File: src/rtl/weight_update_writer.sv
// Output-layer weight write-back: read-modify-write of N_OUT x N_HID weights in RAM.
// Optional macro WEIGHT_SAT_EN: saturate updated weights to [-512, 511] instead of wrapping.
module weight_update_writer #(
   parameter int unsigned N_OUT     = 3,
   parameter int unsigned N_HID     = 5,
   parameter logic [6:0]  BASE0     = 7'd50,
   parameter logic [6:0]  BASE1     = 7'd55,
   parameter logic [6:0]  BASE2     = 7'd60,
   parameter int unsigned FRAC_BITS = 8,
   parameter int unsigned LR_SHIFT  = 2
) (
   input  logic              Clock,
   input  logic              Rst,
   input  logic              Start,
   input  logic [9:0]        delta [0:N_OUT-1],
   input  logic [N_OUT-1:0]  sign,
   input  logic [9:0]        out_cal [0:N_HID-1],
   output logic [6:0]        ram_addr,
   output logic              ram_we,
   output logic signed [9:0] ram_wdata,
   input  logic signed [9:0] ram_rdata,
   output logic              Busy,
   output logic              Done
);

   localparam int unsigned K_W   = (N_OUT > 1) ? $clog2(N_OUT) : 1;
   localparam int unsigned J_W   = (N_HID > 1) ? $clog2(N_HID) : 1;
   localparam int unsigned SHIFT = FRAC_BITS + LR_SHIFT;
   localparam logic [K_W-1:0] K_LAST = K_W'(N_OUT - 1);
   localparam logic [J_W-1:0] J_LAST = J_W'(N_HID - 1);

   typedef enum logic [1:0] {IDLE, READ, WRITE, DONE} state_t;

   state_t state, state_nx;

   logic [9:0]       d_q  [0:N_OUT-1];
   logic [9:0]       oc_q [0:N_HID-1];
   logic [N_OUT-1:0] s_q;
   logic [K_W-1:0]   k;
   logic [J_W-1:0]   j;

   logic       k_last, j_last;
   logic [6:0] base_k;
   logic [6:0] addr_cur;
   logic [19:0] prod;
   logic [9:0] w_new;

   assign k_last = (k == K_LAST);
   assign j_last = (j == J_LAST);

   always_comb begin
      if (k == K_W'(0))
         base_k = BASE0;
      else if (k == K_W'(1))
         base_k = BASE1;
      else
         base_k = BASE2;
   end

   assign addr_cur = base_k + 7'(j);
   assign prod     = d_q[k] * oc_q[j];

`ifdef WEIGHT_SAT_EN
   logic signed [11:0] w_ext, inc_ext, sum;

   always_comb begin
      w_ext   = {{2{ram_rdata[9]}}, ram_rdata};
      inc_ext = 12'(prod >> SHIFT);
      sum     = s_q[k] ? (w_ext - inc_ext) : (w_ext + inc_ext);
      if (sum > 12'sd511)
         w_new = 10'h1FF;
      else if (sum < -12'sd512)
         w_new = 10'h200;
      else
         w_new = sum[9:0];
   end
`else
   logic [9:0] inc_lo;

   // Low 10 bits of the 12-bit sum equal the 10-bit modular sum, so only 10 bits are kept.
   always_comb begin
      inc_lo = 10'(prod >> SHIFT);
      w_new  = s_q[k] ? (ram_rdata - inc_lo) : (ram_rdata + inc_lo);
   end
`endif

   always_ff @(posedge Clock) begin
      if (!Rst)
         state <= IDLE;
      else
         state <= state_nx;
   end

   always_comb begin
      state_nx = state;
      unique case (state)
         IDLE:    if (Start) state_nx = READ;
         READ:    state_nx = WRITE;
         WRITE:   state_nx = (j_last && k_last) ? DONE : READ;
         DONE:    state_nx = IDLE;
         default: state_nx = IDLE;
      endcase
   end

   // Operands are frozen at Start so the pass sees one consistent snapshot.
   always_ff @(posedge Clock) begin
      if (!Rst) begin
         d_q  <= '{default: '0};
         oc_q <= '{default: '0};
         s_q  <= '0;
         k    <= '0;
         j    <= '0;
      end else begin
         unique case (state)
            IDLE: begin
               if (Start) begin
                  d_q  <= delta;
                  oc_q <= out_cal;
                  s_q  <= sign;
                  k    <= '0;
                  j    <= '0;
               end
            end
            WRITE: begin
               if (!j_last) begin
                  j <= j + 1'b1;
               end else if (!k_last) begin
                  k <= k + 1'b1;
                  j <= '0;
               end
            end
            default: ;
         endcase
      end
   end

   // Write enable is gated by Rst so a reset edge landing on WRITE never commits.
   always_comb begin
      ram_addr  = '0;
      ram_we    = 1'b0;
      ram_wdata = '0;
      Busy      = 1'b0;
      Done      = 1'b0;
      unique case (state)
         READ: begin
            ram_addr = addr_cur;
            Busy     = 1'b1;
         end
         WRITE: begin
            ram_addr  = addr_cur;
            ram_we    = Rst;
            ram_wdata = w_new;
            Busy      = 1'b1;
         end
         DONE:    Done = 1'b1;
         default: ;
      endcase
   end

endmodule

File: config.mk
export PLATFORM = sky130hd
export DESIGN_NAME = weight_update_writer
export DESIGN_NICKNAME = d
export VERILOG_FILES = /design/src/rtl/weight_update_writer.sv
export SDC_FILE = /design/constraint.sdc
export NUM_CORES = 1
export LEC_CHECK = 0
export CORE_MARGIN = 1.5
export CORE_UTILIZATION = 51
export DETAILED_ROUTE_END_ITERATION = 7
export PLACE_DENSITY = 0.78
export REMOVE_ABC_BUFFERS = 1
export SYNTH_ARGS = -nofsm -noshare
export SYNTH_HDL_FRONTEND = slang
export SYNTH_SLANG_ARGS = --single-unit
File: constraint.sdc
create_clock -name Clock -period 8.9 [get_ports Clock]
set_clock_uncertainty 0.15 [all_clocks]
set_input_delay 1.335 -clock Clock [delete_from_list [all_inputs] [get_ports Clock]]
set_output_delay 1.335 -clock Clock [all_outputs]
set_load 0.03 [all_outputs]
==> impl_metrics.toml <==
[synthesis]
ys_warn_count = 0
synth_top_area_share = 0.221
ys_top_cells_by_area = "dfxtp_1, fa_1, ha_1"
syn-instance-count = 1002
synth_area_per_cell_um2 = 8.14
ys_seq_area_frac = 0.221
synth-seq-cells = 90
synth_xor_area_frac = 0.0279
ys_types = 64
synth-adder-area-share = 0.270
syn_area_um2 = 8160
ys.flop_type = "dfxtp_1"
synth_top_family_by_area = "adder cells"
synth_mux_area_frac = 0.0419
ys_async_sr_fraction = 0
synth_compound_area_frac = 0.173
synth_top_area_cell = "dfxtp_1"
synth-edff-count = 0
synth-simple-area-share = 0.207

[worst_setup_path]
startpoint = "k[1]"
critical_path_buf_inv_count = 11
cp_max_fo = 6
cp_top_family = "adder cells"
worstPathRequired_ps = 7410
cp-end-kind = "output port"
cp.arrival_ps = 8490
worst_path_max_delay_cell = "fa_1"
cpPeakStageDelay_ps = 560
worst_setup_path_start_kind = "register"
crit_type = "register to output port"
r2r-start = "j[1]"
cp_common_cell = "fa_1"

[grt]
grt_start_max_net_pins = 92
grt_usage = 0.262
antenna_found_initial = 0
grt_pass1_wl_um = 35300
grt-ovfl-total = 0
grt_pass1_vias = 7709

[cells_and_area]
nets = 1473
fin_util = 0.731
syn_to_final_growth_pct = 41.3
final_cell_mix = "nand2_1, buf_4, clkdlybuf4s50_1, nor2_1, dfxtp_1"
fillCellCount = 1147
seqCellArea_um2 = 1810
multi_input_area_um2 = 6410
final_common_cell = "nand2_1"
num_antenna_cells = 0
drive_gt1_frac = 0.231

[flow_run]
maxCapViolCount = 0

[power_and_ir_drop]
peakVddDrop_mv = 0.111
powerDensity_nw_per_um2 = 154
p_leak_nw = 5.18

[worst_hold_path]
hp-class = "register to register"
hold_start = "oc_q[17]"

[sta]
setup-tns-final_ps = -3630
timing.hold.ws_ps = 317
setup_slack_ps = -1080
fmax_mhz = 100
rsz0062_at_grt = "yes"
fin_crit_sh = 1.12
slew_violations = 0
worst_pin_slew_ps = 868
hold_viol_final = 0
min_period_ps = 9980
setup_violations = 6
relSlewSlack = 0.421

[route]
drc_errors = 0
wl_per_cell_um = 15.4
via_count = 7698
ant_nets = 0
firstDrtPassIters = 5
via_per_inst = 5.27
wl_um = 22500
drtIter0Drc = 299

[placed_design]
portBuffers = 115
hpwlAfterDp_um = 16200
place_congestion = 0.863

[clocking]
clk_latency_ps = 340
cts.hold.buffers_added = 0
cts_tree = "yes"
cts_max_level = 3
clock-root-buffer = "clkbuf_16"
numCtsBuffers = 9
cts_max_path_buffers = 2
cts.sinks = 90
clk_pin_slew_ps = 60

[floorplanning]
chipWidth_um = 129
io_pins = 116
rows = 46
dieHeight_um = 129
start_util = 0.517
core-area_um2 = 15800
die_area_um2 = 16800

[status]
status = "finished, violations left"
violations = "negative setup slack"
-- worst min-delay path: cells and delay by family (launching register included) --
kind             cells  cell delay (ps)
flip-flops           1              310
AND/OR/NAND/NOR      1               50
AO/OA/AOI/OAI        1               60
-- cell type report --
cell class	count	area share
multi-input cells	785	0.556
repair buffers	273	0.212
flip-flops and latches	90	0.157
inverters	80	0.0260
well taps	216	0.0234
clock buffers	12	0.0205
clock inverters	4	0.00445
-- worst paths after layout --
path / to / slack [ps] / cells after the start
hold reg to reg: oc_q[17] / 320 / 2
setup reg to reg: j[2] / 6360 / 11
setup / recovery: ram_wdata[9] / -1080 / 37
hold / removal: oc_q[17] / 320 / 2
-- cell families (layout without fill, tap and decap cells) --
group | after synthesis | count (layout)
and+or+nand+nor | 393 | 393
AOI/OAI and AO/OA | 196 | 196
adders and majority gates | 138 | 138
buffers and inverters | 127 | 369
DFF | 90 | 90
muxes | 32 | 32
xor gates and xnor gates | 26 | 26
-- layer usage --
layer,GRT usage,up-vias,share of wire
li1,-,3768,-
met1,0.315,3675,0.42
met2,0.485,204,0.52
met3,0.0239,51,0.032
met4,0.0954,0,0.026
met5,0,-,0
-- registers in the layout, indices dropped and copies added, names as in the netlist --
| register | cells |
|---|---|
| oc_q | 50 |
| d_q | 30 |
| j | 3 |
| s_q | 3 |
| k | 2 |
| state | 2 |
-- synth_stat cells (all sizes together) (2+ instances only) --
| master | instances |
|---|---|
| ha | 75 |
| fa | 63 |
| and2 | 12 |
| o211ai | 2 |
| nand2 | 211 |
| and3 | 7 |
| clkinv | 2 |
| nand4 | 2 |
| o22a | 2 |
| o21ai | 27 |
| o2bb2ai | 2 |
| nand3 | 6 |
| a211oi | 4 |
| nor3 | 9 |
| o22ai | 2 |
| xor2 | 11 |
| nor4 | 2 |
| nor2b | 16 |
| a21boi | 85 |
| inv | 78 |
| a311oi | 2 |
| clkbuf | 35 |
| a31oi | 4 |
| dfxtp | 90 |
| a22o | 2 |
| a21oi | 26 |
| mux2 | 4 |
| a2111oi | 2 |
| o31ai | 5 |
| o21a | 9 |
| nand2b | 19 |
| buf | 12 |
| mux2i | 27 |
| or2 | 9 |
| a21o | 12 |
| nor2 | 95 |
| xnor2 | 15 |
| or3 | 2 |
-- power breakdown --
part	switching, mW	internal (mW)	total [mW]
sequential	0.0223	0.440	0.462
clock	0.155	0.219	0.373
combinational	0.465	0.476	0.941
-- per-stage QoR --
step	worst slack (ps)	total power, mW	cell area, um^2	std cells
floorplan	-1420	0.876	7970	955
global placement	-1000	1.14	10300	1408
detailed placement	-1150	1.16	10300	1408
CTS	-906	1.60	11100	1444
global route	-1380	1.87	11500	1460
finish	-1080	1.78	11500	1460
-- what timing repair did --
action,in CTS,in global routing
pin swaps,41,51
resized for setup,86,68
setup buffers,21,17
setup endpoints to repair,8,8
Power figures use the tool's default switching activity.
